File: config.mk
export PLATFORM = sky130hd
export DESIGN_NAME = ppi_bus_sequencer
export DESIGN_NICKNAME = d
export VERILOG_FILES = /design/src/rtl/ppi_pkg.sv /design/src/rtl/ppi_rr_arb2.sv /design/src/rtl/ppi_bus_sequencer.sv
export SDC_FILE = /design/constraint.sdc
export NUM_CORES = 1
export LEC_CHECK = 0
export CORE_MARGIN = 5
export CORE_UTILIZATION = 43
export CTS_CLUSTER_DIAMETER = 30
export DETAILED_ROUTE_END_ITERATION = 8
export GPL_TIMING_DRIVEN = 0
export PLACE_DENSITY = 0.78
export SYNTH_ARGS = -nofsm -noshare
export SYNTH_HDL_FRONTEND = slang
export SYNTH_SLANG_ARGS = --single-unit
export TNS_END_PERCENT = 1
File: constraint.sdc
create_clock -name CLK -period 1.77 [get_ports CLK]
set_input_delay 0.4425 -clock CLK [delete_from_list [all_inputs] [get_ports CLK]]
set_output_delay 0.4425 -clock CLK [all_outputs]
set_load 0.02 [all_outputs]
File: src/rtl/ppi_pkg.sv
// Shared types and constants for the 8255 PPI host-side bus sequencer.
package ppi_pkg;

    typedef enum logic [2:0] {
        ST_IDLE,
        ST_SETUP,
        ST_STROBE,
        ST_HOLD,
        ST_DONE
    } state_e;

    // PPI register addresses
    localparam logic [1:0] PPI_A    = 2'b00;
    localparam logic [1:0] PPI_B    = 2'b01;
    localparam logic [1:0] PPI_C    = 2'b10;
    localparam logic [1:0] PPI_CTRL = 2'b11;

    // Control-word bit positions (mode-set flag and port direction bits)
    localparam int CW_MODE_BIT   = 7;
    localparam int CW_DIR_A_BIT  = 4;
    localparam int CW_DIR_CU_BIT = 3;
    localparam int CW_DIR_B_BIT  = 1;
    localparam int CW_DIR_CL_BIT = 0;

    // The control register cannot be read back, so such a read is refused.
    function automatic logic is_rejected(input logic we, input logic [1:0] addr);
        return !we && (addr == PPI_CTRL);
    endfunction

endpackage

File: src/rtl/ppi_rr_arb2.sv
// Two-way round-robin arbiter: one-hot grant, pointer advanced on accept.
module ppi_rr_arb2
    import ppi_pkg::*;
(
    input  logic       clk_i,
    input  logic       rst_ni,
    input  logic [1:0] req_i,
    input  logic       accept_i,
    output logic [1:0] gnt_o
);

    logic ptr_q, ptr_d;

    // Contested requests go to the favoured requester; a lone request wins outright.
    always_comb begin
        gnt_o = req_i;
        if (req_i == 2'b11) begin
            gnt_o = ptr_q ? 2'b10 : 2'b01;
        end
    end

    // After a grant the pointer favours the requester that did not win.
    always_comb begin
        ptr_d = ptr_q;
        if (accept_i && (gnt_o != 2'b00)) begin
            ptr_d = gnt_o[0];
        end
    end

    // Pointer register.
    always_ff @(posedge clk_i or negedge rst_ni) begin
        if (!rst_ni) begin
            ptr_q <= 1'b0;
        end else begin
            ptr_q <= ptr_d;
        end
    end

endmodule

File: src/rtl/ppi_bus_sequencer.sv
// Host-side sequencer for an 8255 PPI: shares the CPU bus between two
// requesters, times the CS/RD/WR strobes and writes the control word after reset.
// All bus outputs are registered from the next state so strobes are glitch-free.
module ppi_bus_sequencer
    import ppi_pkg::*;
#(
    parameter int unsigned SETUP_CYC  = 1,
    parameter int unsigned STROBE_CYC = 2,
    parameter int unsigned HOLD_CYC   = 1,
    parameter bit          INIT_EN    = 1'b1,
    parameter logic [7:0]  CTRL_WORD  = 8'h80
) (
    input  logic       CLK,
    input  logic       RESETbar,
    input  logic       REQ0,
    input  logic       REQ1,
    input  logic       WE0,
    input  logic       WE1,
    input  logic [1:0] ADDR0,
    input  logic [1:0] ADDR1,
    input  logic [7:0] WDATA0,
    input  logic [7:0] WDATA1,
    output logic       ACK0,
    output logic       ACK1,
    output logic       ERR,
    output logic [7:0] RDATA,
    output logic       BUSY,
    output logic       INIT_DONE,
    output logic       CSbar,
    output logic       RDbar,
    output logic       WRbar,
    output logic [1:0] Addresslines,
    output logic [7:0] PortD_OUT,
    output logic       PortD_OE,
    input  logic [7:0] PortD_IN
);

    localparam logic [3:0] SETUP_LAST  = 4'(SETUP_CYC - 1);
    localparam logic [3:0] STROBE_LAST = 4'(STROBE_CYC - 1);
    localparam logic [3:0] HOLD_LAST   = (HOLD_CYC == 0) ? 4'd0 : 4'(HOLD_CYC - 1);

    state_e     state_q, state_d;
    logic [3:0] cnt_q, cnt_d;
    logic       we_q, we_d;
    logic [1:0] addr_q, addr_d;
    logic [7:0] data_q, data_d;
    logic       init_q, init_d;       // current transaction is the init write
    logic       sel_q, sel_d;         // granted requester
    logic       rej_q, rej_d;         // rejected control-register read
    logic       init_done_q, init_done_d;
    logic [7:0] rdata_q, rdata_d;

    logic       cs_q, cs_d, rd_q, rd_d, wr_q, wr_d, oe_q, oe_d;
    logic [1:0] ad_q, ad_d;
    logic [7:0] pdo_q, pdo_d;
    logic       ack0_q, ack0_d, ack1_q, ack1_d, err_q, err_d, busy_q, busy_d;

    logic       grant;
    logic [1:0] gnt;
    logic       bus;

    ppi_rr_arb2 u_arb (
        .clk_i   (CLK),
        .rst_ni  (RESETbar),
        .req_i   ({REQ1, REQ0}),
        .accept_i(grant),
        .gnt_o   (gnt)
    );

    // Next-state logic: transaction capture, phase timing and read sampling.
    always_comb begin
        state_d     = state_q;
        cnt_d       = cnt_q;
        we_d        = we_q;
        addr_d      = addr_q;
        data_d      = data_q;
        init_d      = init_q;
        sel_d       = sel_q;
        rej_d       = rej_q;
        init_done_d = init_done_q;
        rdata_d     = rdata_q;
        grant       = 1'b0;
        case (state_q)
            ST_IDLE: begin
                if (!init_done_q) begin
                    init_d  = 1'b1;
                    rej_d   = 1'b0;
                    we_d    = 1'b1;
                    addr_d  = PPI_CTRL;
                    data_d  = CTRL_WORD;
                    cnt_d   = '0;
                    state_d = ST_SETUP;
                end else if (REQ0 || REQ1) begin
                    grant   = 1'b1;
                    init_d  = 1'b0;
                    sel_d   = gnt[1];
                    we_d    = gnt[1] ? WE1    : WE0;
                    addr_d  = gnt[1] ? ADDR1  : ADDR0;
                    data_d  = gnt[1] ? WDATA1 : WDATA0;
                    rej_d   = is_rejected(we_d, addr_d);
                    cnt_d   = '0;
                    state_d = rej_d ? ST_DONE : ST_SETUP;
                end
            end
            ST_SETUP: begin
                if (cnt_q == SETUP_LAST) begin
                    cnt_d   = '0;
                    state_d = ST_STROBE;
                end else begin
                    cnt_d = cnt_q + 4'd1;
                end
            end
            ST_STROBE: begin
                if (cnt_q == STROBE_LAST) begin
                    if (!we_q) begin
                        rdata_d = PortD_IN;
                    end
                    cnt_d   = '0;
                    state_d = (HOLD_CYC == 0) ? ST_DONE : ST_HOLD;
                end else begin
                    cnt_d = cnt_q + 4'd1;
                end
            end
            ST_HOLD: begin
                if (cnt_q == HOLD_LAST) begin
                    cnt_d   = '0;
                    state_d = ST_DONE;
                end else begin
                    cnt_d = cnt_q + 4'd1;
                end
            end
            ST_DONE: begin
                if (init_q) begin
                    init_done_d = 1'b1;
                end
                state_d = ST_IDLE;
            end
            default: state_d = ST_IDLE;
        endcase
    end

    // Output decode from the next state, so the registered outputs track the state register.
    always_comb begin
        bus    = (state_d == ST_SETUP) || (state_d == ST_STROBE) || (state_d == ST_HOLD);
        cs_d   = !bus;
        wr_d   = !((state_d == ST_STROBE) && we_d);
        rd_d   = !((state_d == ST_STROBE) && !we_d);
        ad_d   = bus ? addr_d : PPI_A;
        oe_d   = bus && we_d;
        pdo_d  = oe_d ? data_d : 8'h00;
        ack0_d = (state_d == ST_DONE) && !init_d && !sel_d;
        ack1_d = (state_d == ST_DONE) && !init_d && sel_d;
        err_d  = (state_d == ST_DONE) && !init_d && rej_d;
        busy_d = (state_d != ST_IDLE);
    end

    // State, transaction and output registers; reset aborts any bus cycle at once.
    always_ff @(posedge CLK or negedge RESETbar) begin
        if (!RESETbar) begin
            state_q     <= ST_IDLE;
            cnt_q       <= '0;
            we_q        <= 1'b0;
            addr_q      <= '0;
            data_q      <= '0;
            init_q      <= 1'b0;
            sel_q       <= 1'b0;
            rej_q       <= 1'b0;
            init_done_q <= !INIT_EN;
            rdata_q     <= '0;
            cs_q        <= 1'b1;
            rd_q        <= 1'b1;
            wr_q        <= 1'b1;
            oe_q        <= 1'b0;
            ad_q        <= '0;
            pdo_q       <= '0;
            ack0_q      <= 1'b0;
            ack1_q      <= 1'b0;
            err_q       <= 1'b0;
            busy_q      <= 1'b0;
        end else begin
            state_q     <= state_d;
            cnt_q       <= cnt_d;
            we_q        <= we_d;
            addr_q      <= addr_d;
            data_q      <= data_d;
            init_q      <= init_d;
            sel_q       <= sel_d;
            rej_q       <= rej_d;
            init_done_q <= init_done_d;
            rdata_q     <= rdata_d;
            cs_q        <= cs_d;
            rd_q        <= rd_d;
            wr_q        <= wr_d;
            oe_q        <= oe_d;
            ad_q        <= ad_d;
            pdo_q       <= pdo_d;
            ack0_q      <= ack0_d;
            ack1_q      <= ack1_d;
            err_q       <= err_d;
            busy_q      <= busy_d;
        end
    end

    assign CSbar        = cs_q;
    assign RDbar        = rd_q;
    assign WRbar        = wr_q;
    assign Addresslines = ad_q;
    assign PortD_OUT    = pdo_q;
    assign PortD_OE     = oe_q;
    assign ACK0         = ack0_q;
    assign ACK1         = ack1_q;
    assign ERR          = err_q;
    assign RDATA        = rdata_q;
    assign BUSY         = busy_q;
    assign INIT_DONE    = init_done_q;

endmodule

==> results.toml, run 1 <==
[outcome]
outcome = "finished, violations left"
violations = "setup timing"

[critical_path]
r2r_cells = 6
rr_endpoint = "PortD_OUT[2]"
r2r_setup_slack_ps = -50
worstPathMaxFanout = 9
startpoint_type = "register"
end_kind = "register"
critPathArrivalTime_ps = 2060
timing.rr.start = "state_q[0]"
cp_data_required_time_ps = 2010
worstSetupPathType = "reg -> reg"

[route]
firstDrtPassIters = 4
post_drt_wl_per_cell_um = 14.7
vias = 1642
routed_wirelength_um = 4770
drc = 0
ant_nets = 0
drtIter0Drc = 134
viasPerCell = 5.05

[sta]
fin_tns_setup_ps = -295
timing.final.ws_setup_ps = -50.2
period_share_pct = 103
fin_crit_ps = 1820
maxSlewHeadroom_pct = 67.6
max_freq_mhz = 549
finalClockSkew_ps = 4.68
worst_pin_slew_ps = 482
slew_violations = 0
hold_viol = 0
rsz0062_at_grt = "true"
finalSetupViolCount = 10

[pwr]
vdd_drop_max_uv = 661
p_per_area_mw_per_mm2 = 1740
finalPower_mw = 5.39
p_leak_nw = 1.37

[placed_design]
place_area_mm2 = 0.00287
portBuffers = 59
hpwl_um = 3440
gp_congestion = 0.783
dpl.cell_count = 313

[final_layout]
n_antenna_cell = 0
final-instance-count-excl-fill = 325
utilization_pct = 61.9
layout-drive-gt1-share_pct = 23.1
design_area_mm2 = 0.00310
area_delta_synth_final_pct = 42.3
final_nets = 291

[floorplanning]
die-area_mm2 = 0.00660
die_w_um = 81.2
die_h_um = 81.2
row_count = 26
ioPinCount = 61
initial_core_util_pct = 43.5
core_mm2 = 0.00501

[clocking]
hold_buffers = 0
ctsHtreeMaxLevel = 2
clk_latency_ps = 300
cts.sinks = 49
clkTransAtPathRegs_ps = 90
cts_buffer_depth = 2
cts_buffers = 5
cts_tree = "yes"
cts-root-buf = "clkbuf_8"

[synth]
ys.flop_type = "dfrtp_1"
synth_nets = 220
synth_sequential_area_ratio_pct = 56.4
syn_avg_cell_area_um2 = 11.9
syn_area_mm2 = 0.00218
synth_edf_count = 0
synth-seq-cells = 49
synthArstFlopShare_pct = 100
synth_cell_types = 48
synth_cells = 183
yosys_warnings = 0

[global_routing]
grt_usage_pct = 15.1
grt_max_degree = 30
antenna_found_initial = 0
first_global_vias = 1638
grt.overflow.total = 0
grt_pass1_wl_um = 7580

[run]
drv_cap = 0

[hold_path]
hold_class = "in -> async"
cells in the mapped netlist (2+ instances only):
| cell | instances | share of area [%] |
|---|---|---|
| dfrtp_1 | 46 | 53 |
| inv_1 | 16 | 2.8 |
| nor2_1 | 14 | 2.4 |
| nand2_1 | 12 | 2.1 |
| mux2_2 | 8 | 4.1 |
| mux2i_1 | 8 | 3.7 |
| o21ai_0 | 8 | 1.8 |
| a2bb2oi_1 | 7 | 2.8 |
| a21oi_1 | 6 | 1.4 |
| nand3_1 | 5 | 1.1 |
| a21boi_0 | 3 | 1.0 |
| dfstp_2 | 3 | 3.6 |
| ha_1 | 3 | 1.7 |
| a211oi_1 | 2 | 0.69 |
| a31o_2 | 2 | 0.80 |
| a32oi_1 | 2 | 0.80 |
| buf_4 | 2 | 0.69 |
| clkbuf_8 | 2 | 1.3 |
| nand2b_1 | 2 | 0.57 |
| nor2_2 | 2 | 0.57 |
| nor2b_1 | 2 | 0.57 |
| o21a_1 | 2 | 0.69 |
kinds of logic after synthesis:
family          count (synthesis)  share of synthesized area, %
simple gates                   52                          14.3
compound gates                 40                          13.9
mux                            16                          7.80
fa+ha+maj                       3                          1.72
flops                          49                          56.4
xor+xnor                        1                         0.402
buf+inv                        22                          5.45
flip-flops by register name, indices dropped and copies added (netlist names), 2 cells and up:
register / flops
RDATA: 8
cnt_q: 4
state_q: 3
Addresslines: 2
addr_q: 2
data_q: 8
PortD_OUT: 8
timing repair:
action | CTS | global route
hold endpoints to repair | 0 | 0
setup buffers | 4 | 0
setup endpoints to repair | 30 | 24
pin swaps | 7 | 6
gates resized for setup | 16 | 9
critical path, stage by stage (launching register included):
cell and delay [ps]:
dfrtp_2 480, or3_1 410, buf_6 150, nor4_4 320, o31ai_4 130, buf_12 160, nor2_1 90
per-stage QoR:
stage	setup WS [ps]	hold WS (ps)
final	-50.2	79.5
after global routing	-132	112
after CTS	-24.2	91.1
after detailed placement	-828	424
after global placement	-1050	448
after floorplan	22.4	147
worst max-delay path by stage:
stage | startpoint | endpoint | slack, ps | cells past startpoint
2_1_floorplan | cnt_q[0] | PortD_OUT[7] | 20 | 6
3_3_place_gp | RESETbar | PortD_OUT[4] | -1050 | 1
3_5_place_dp | REQ0 | PortD_OUT[2] | -830 | 7
4_1_cts | state_q[1] | PortD_OUT[2] | -20 | 7
5_1_grt | state_q[0] | PortD_OUT[2] | -130 | 6
6_report | state_q[0] | PortD_OUT[2] | -50 | 6
layout by cell type (no fill, tap or decap), types with 5 or more instances in the layout:
| cell | synthesis | layout |
|---|---|---|
| a21oi_1 | 6 | 5 |
| a2bb2oi_1 | 7 | 7 |
| clkbuf_8 | 2 | 7 |
| clkdlybuf4s50_1 | 0 | 54 |
| dfrtp_1 | 46 | 45 |
| inv_1 | 16 | 15 |
| mux2_2 | 8 | 8 |
| mux2i_1 | 8 | 8 |
| nand2_1 | 12 | 10 |
| nor2_1 | 14 | 11 |
| nor2_2 | 2 | 5 |
| o21ai_0 | 8 | 8 |
where the power goes:
| group | internal [mW] | leakage [nW] | total [mW] | switching, mW |
|---|---|---|---|---|
| Sequential | 1.60 | 0.600 | 1.81 | 0.216 |
| Combinational | 1.40 | 0.727 | 2.93 | 1.53 |
| Clock | 0.282 | 0.0456 | 0.648 | 0.366 |
| Total | 3.28 | 1.37 | 5.39 | 2.12 |
area by class of cell:
| type | instances | area (um^2) |
|---|---|---|
| Timing Repair Buffer | 64 | 647 |
| Fill cell | 440 | 1910 |
| Tap cell | 70 | 87.6 |
| Sequential cell | 49 | 1230 |
| Clock inverter | 2 | 13.8 |
| Buffer | 6 | 68.8 |
| Inverter | 16 | 60.1 |
| Clock buffer | 6 | 72.6 |
| Multi-Input combinational cell | 112 | 922 |
layer usage:
layer,global-route usage [%],wire (um),part of all wire [%]
met1,17.9,1950,41
met2,26.2,2440,51
met3,5.21,366,7.7
met4,3.89,17,0.36
met5,0,0,0
No activity file was read; power rests on OpenSTA's default activity.
==> run 2: changes to the inputs <==
--- a/config.mk
+++ b/config.mk
@@ -10,8 +10,10 @@
 export CTS_CLUSTER_DIAMETER = 30
 export DETAILED_ROUTE_END_ITERATION = 8
 export GPL_TIMING_DRIVEN = 0
+export HOLD_SLACK_MARGIN = 0.15
 export PLACE_DENSITY = 0.78
 export SYNTH_ARGS = -nofsm -noshare
 export SYNTH_HDL_FRONTEND = slang
+export SYNTH_HIERARCHICAL = 1
 export SYNTH_SLANG_ARGS = --single-unit
 export TNS_END_PERCENT = 1
==> run 2 against run 1 <==
Compared with the run above: the run still ends with setup timing left; non-clock buffer count up 6; clock power about the same; power down 3.8%; sequential power about the same; critical endpoint is now PortD_OUT[0]; largest power group unchanged; highest routed layer unchanged.
==> results.toml, run 2 <==
[outcome]
outcome = "finished, violations left"
violations = "setup timing"

[route]
firstDrtPassIters = 4
routed_wirelength_um = 4760
viasPerCell = 5.03
drc = 0
ant_nets = 0
post_drt_wl_per_cell_um = 14.9
vias = 1608
drtIter0Drc = 85

[sta]
whs_ps = 408
fin_tns_setup_ps = -1760
timing.final.ws_setup_ps = -131
period_share_pct = 107
finalClockSkew_ps = 6.73
fin_crit_ps = 1900
worst_pin_slew_ps = 499
finalSetupViolCount = 20
max_freq_mhz = 526
hold_viol = 0
slew_violations = 0
rsz0062_at_grt = "true"
maxSlewHeadroom_pct = 66.7

[placed_design]
portBuffers = 60
gp_congestion = 0.739
place_ws_ps = -825
place_area_mm2 = 0.00286
hpwl_um = 3350
dpl.cell_count = 303

[hold_path]
hold_start = "REQ1"
hold_class = "in -> reg"

[final_layout]
layout-drive-gt1-share_pct = 24.5
utilization_pct = 64.2
final_cell_mix = "clkdlybuf4s50_1 (54), dfrtp_1 (45), inv_1 (13), mux2i_1 (11)"
n_antenna_cell = 0
design_area_mm2 = 0.00307
area_delta_synth_final_pct = 42.7
final_nets = 289
mostFrequentLayoutCell = "clkdlybuf4s50_1"
final-instance-count-excl-fill = 320

[pwr]
p_per_area_mw_per_mm2 = 1690
p_leak_nw = 1.35
finalPower_mw = 5.19
vdd_drop_max_uv = 721

[synth]
syn_area_mm2 = 0.00215
syn_avg_cell_area_um2 = 12.3
synth_cells = 175
synth_nets = 212
yosys_warnings = 6

[critical_path]
end_kind = "register"
timing.rr.start = "u_arb/ptr_q"
cp_data_required_time_ps = 1960
worstSetupPathType = "in -> reg"
startpoint = "REQ0"
critPathSlowestCell = "nor4_4"
critPathArrivalTime_ps = 2090
slowest_delay_ps = 360
worstPathMaxFanout = 5
startpoint_type = "input pin"
path_cells = "dlygate4sd2_1, a21boi_4, nand4b_1, and4b_2, nor4_4, buf_4, nor3_1"

[clocking]
ctsHtreeMaxLevel = 2
clkTransAtPathRegs_ps = 90
clk_latency_ps = 300
cts.sinks = 49
cts_tree = "yes"
cts_buffers = 5
cts_buffer_depth = 2
cts-root-buf = "clkbuf_8"

[global_routing]
grt_usage_pct = 15.8
antenna_found_initial = 0
grt_pass1_wl_um = 7890
first_global_vias = 1706
grt.overflow.total = 0
grt_max_degree = 30

[floorplanning]
core_mm2 = 0.00479
die_h_um = 80.7
ioPinCount = 61
die_w_um = 80.7
row_count = 25
die-area_mm2 = 0.00652
initial_core_util_pct = 45.0

[run]
drv_cap = 0
[run 2: worst paths after layout]
kind | endpoint | slack (ps) | cells after the start
worst max register to register | PortD_OUT[0] | -110 | 7
worst min-delay path | u_arb/ptr_q | 410 | 2
worst min register to register | data_q[3] | 480 | 2
worst max-delay path | PortD_OUT[0] | -130 | 7
min in group asynchronous | data_q[6] | 640 | 2
max in group asynchronous | WRbar | 530 | 3
[run 2: timing repair]
item / in CTS / in global routing
pin swaps: 4 / 5
hold buffers: 1 / 0
gates cloned: 1 / 0
gates resized for setup: 13 / 13
hold endpoints to repair: 20 / 0
setup endpoints to repair: 38 / 36
buffers inserted: 4 / 4
[run 2: area by class of cell]
type / count / area, um^2
buffer: 5 / 37.5
clock buffer: 6 / 72.6
clock inverter: 2 / 15.0
fill: 394 / 1710
inverter: 15 / 56.3
multi-input combinational: 105 / 888
sequential: 49 / 1230
tap: 67 / 83.8
timing repair buffer: 71 / 687
[run 2: critical path: cells and delay by family]
family / cells / cell delay [ps]
buffers and inverters: 2 / 510
and+or+nand+nor: 4 / 890
AOI/OAI and AO/OA: 1 / 230
[run 2: layer usage]
metal  vias to the layer above  GRT usage, %  wire (um)
met5                         -             0          0
met4                         0          4.73         47
met3                         5          5.54        419
met2                        58          26.2       2310
met1                       768          19.5       1980
li1                        777             -          -
[run 2: power by group]
part	internal [mW]	total [mW]	switching, mW	leakage (nW)
registers	1.60	1.83	0.239	0.603
clock network	0.279	0.646	0.367	0.0374
logic	1.29	2.71	1.42	0.710
==> run 3: changes to the inputs <==
--- a/config.mk
+++ b/config.mk
@@ -5,10 +5,11 @@
 export SDC_FILE = /design/constraint.sdc
 export NUM_CORES = 1
 export LEC_CHECK = 0
-export CORE_MARGIN = 5
+export CORE_MARGIN = 2
 export CORE_UTILIZATION = 43
 export CTS_CLUSTER_DIAMETER = 30
 export DETAILED_ROUTE_END_ITERATION = 8
+export GPL_ROUTABILITY_DRIVEN = 0
 export GPL_TIMING_DRIVEN = 0
 export HOLD_SLACK_MARGIN = 0.15
 export PLACE_DENSITY = 0.78
==> run 3 against run 2 <==
Compared with the run above: the run still ends with setup timing left; first-iteration DRC count fell by 45%; final cell count is the same; die area fell by 14%; non-clock buffer count stayed put; largest cell class unchanged.
==> results.toml, run 3 (synthesized netlist as in run 2, its figures left out) <==
[outcome]
outcome = "finished, violations left"
violations = "setup timing"

[pwr]
finalPower_mw = 5.17
p_leak_nw = 1.36
p_per_area_mw_per_mm2 = 1690
vdd_drop_max_uv = 856

[global_routing]
grt_pass1_wl_um = 7460
grt_max_degree = 29
first_global_vias = 1639
grt_usage_pct = 17.9
antenna_found_initial = 0
grt.overflow.total = 0

[floorplanning]
die_h_um = 74.7
ioPinCount = 61
die_w_um = 74.7
row_count = 25
initial_core_util_pct = 45.0
core_mm2 = 0.00479
die-area_mm2 = 0.00559

[critical_path]
slowest_delay_ps = 420
worstPathMaxFanout = 5
path_buf_inv = 2
path_cells = "inv_2, ha_4, and4bb_2, mux2_4, nor4_4, buf_4, nor3_1"
startpoint_type = "register"
critPathSlowestCell = "dfrtp_1"
r2r_cells = 7
cp_data_required_time_ps = 1970
worstSetupPathType = "reg -> reg"
cp.depth = 7
critPathArrivalTime_ps = 2100
end_kind = "register"
cp_top_family = "simple AND/OR/NAND/NOR gates"

[route]
post_drt_wl_per_cell_um = 14.1
vias = 1614
routed_wirelength_um = 4520
viasPerCell = 5.04
firstDrtPassIters = 4
ant_nets = 0
drc = 0
drtIter0Drc = 47

[placed_design]
place_area_mm2 = 0.00286
portBuffers = 60
dpl.cell_count = 303
hpwl_um = 3170
place_ws_ps = -812

[final_layout]
final_nets = 289
mostFrequentLayoutCell = "clkdlybuf4s50_1"
layout-drive-gt1-share_pct = 21.7
area_delta_synth_final_pct = 42.0
multi_input_area_um2 = 875
design_area_mm2 = 0.00306
seq_area_mm2 = 0.00123
n_antenna_cell = 0
final_cell_mix = "clkdlybuf4s50_1 (54), dfrtp_1 (46), inv_1 (13), mux2i_1 (11)"
final-instance-count-excl-fill = 320
n_fill_cell = 398

[sta]
worst_pin_slew_ps = 532
hold_viol = 0
period_share_pct = 107
max_freq_mhz = 526
rsz0062_at_grt = "true"
maxSlewHeadroom_pct = 64.6
whs_ps = 478
finalClockSkew_ps = 10.9
slew_violations = 0
fin_crit_ps = 1900
timing.final.ws_setup_ps = -130
finalSetupViolCount = 20

[clocking]
ctsHtreeMaxLevel = 2
cts.sinks = 49
cts_buffer_depth = 2
cts_tree = "yes"
cts-root-buf = "clkbuf_8"
clk_latency_ps = 310
cts_buffers = 5
clkTransAtPathRegs_ps = 90

[hold_path]
hold_class = "reg -> reg"
min_path_cells = 2

[run]
drv_cap = 0
-- run 3: cell count changes in the layout (fill, tap and decap cells not counted), sizes merged --
cell           before  now
inv                15   16
clkinvlp            2    0
clkdlybuf4s15       0    1
buf                16   15
clkinv              0    1
-- run 3: metrics by stage --
step	setup TNS, ps	util, %
2_1_floorplan	-440	-
3_3_place_gp	-70890	59.3
3_5_place_dp	-19840	59.7
4_1_cts	-2650	63.5
5_1_grt	-3970	63.9
6_report	-2120	63.9
-- run 3: power by group --
group / switching [mW] / internal, mW
Combinational: 1.40 / 1.29
Clock: 0.383 / 0.282
Sequential: 0.225 / 1.59
-- run 3: what timing repair did --
item	CTS	global route
cloned	1	0
setup endpoints to repair	38	37
pin swaps	5	2
gates resized for setup	13	7
buffers inserted	7	0
hold endpoints to repair	20	0
hold buffers	1	0
-- run 3: routing by layer --
layer / GRT usage [%] / vias up / part of all wire (%)
met1: 22.2 / 780 / 44
li1: - / 779 / -
met3: 5.62 / 4 / 6.3
met2: 29.4 / 51 / 48
met5: 0 / - / 0
met4: 6.94 / 0 / 0.97
-- run 3: worst paths after layout --
| path | start | slack [ps] | endpoint |
|---|---|---|---|
| setup / recovery | cnt_q[0] | -130 | PortD_OUT[5] |
| hold / removal | data_q[3] | 480 | data_q[3] |
| setup reg to reg | cnt_q[0] | -130 | PortD_OUT[5] |
| hold reg to reg | data_q[3] | 480 | data_q[3] |
| max in group asynchronous | RESETbar | 530 | WRbar |
| min in group asynchronous | RESETbar | 630 | PortD_OUT[6] |
-- run 3: cell type report --
class | instances | share of cell area [%]
flip-flops and latches | 49 | 40.2
multi-input cells | 105 | 28.6
repair buffers | 70 | 22.3
well taps | 67 | 2.74
clock buffers | 6 | 2.37
inverters | 15 | 1.84
plain buffers | 6 | 1.47
clock inverters | 2 | 0.450
-- run 3: worst register-to-register path: stages, from the launching register on --
cell and delay (ps):
dfrtp_1 420, inv_2 80, ha_4 120, and4bb_2 230
mux2_4 320, nor4_4 360, buf_4 220, nor3_1 60
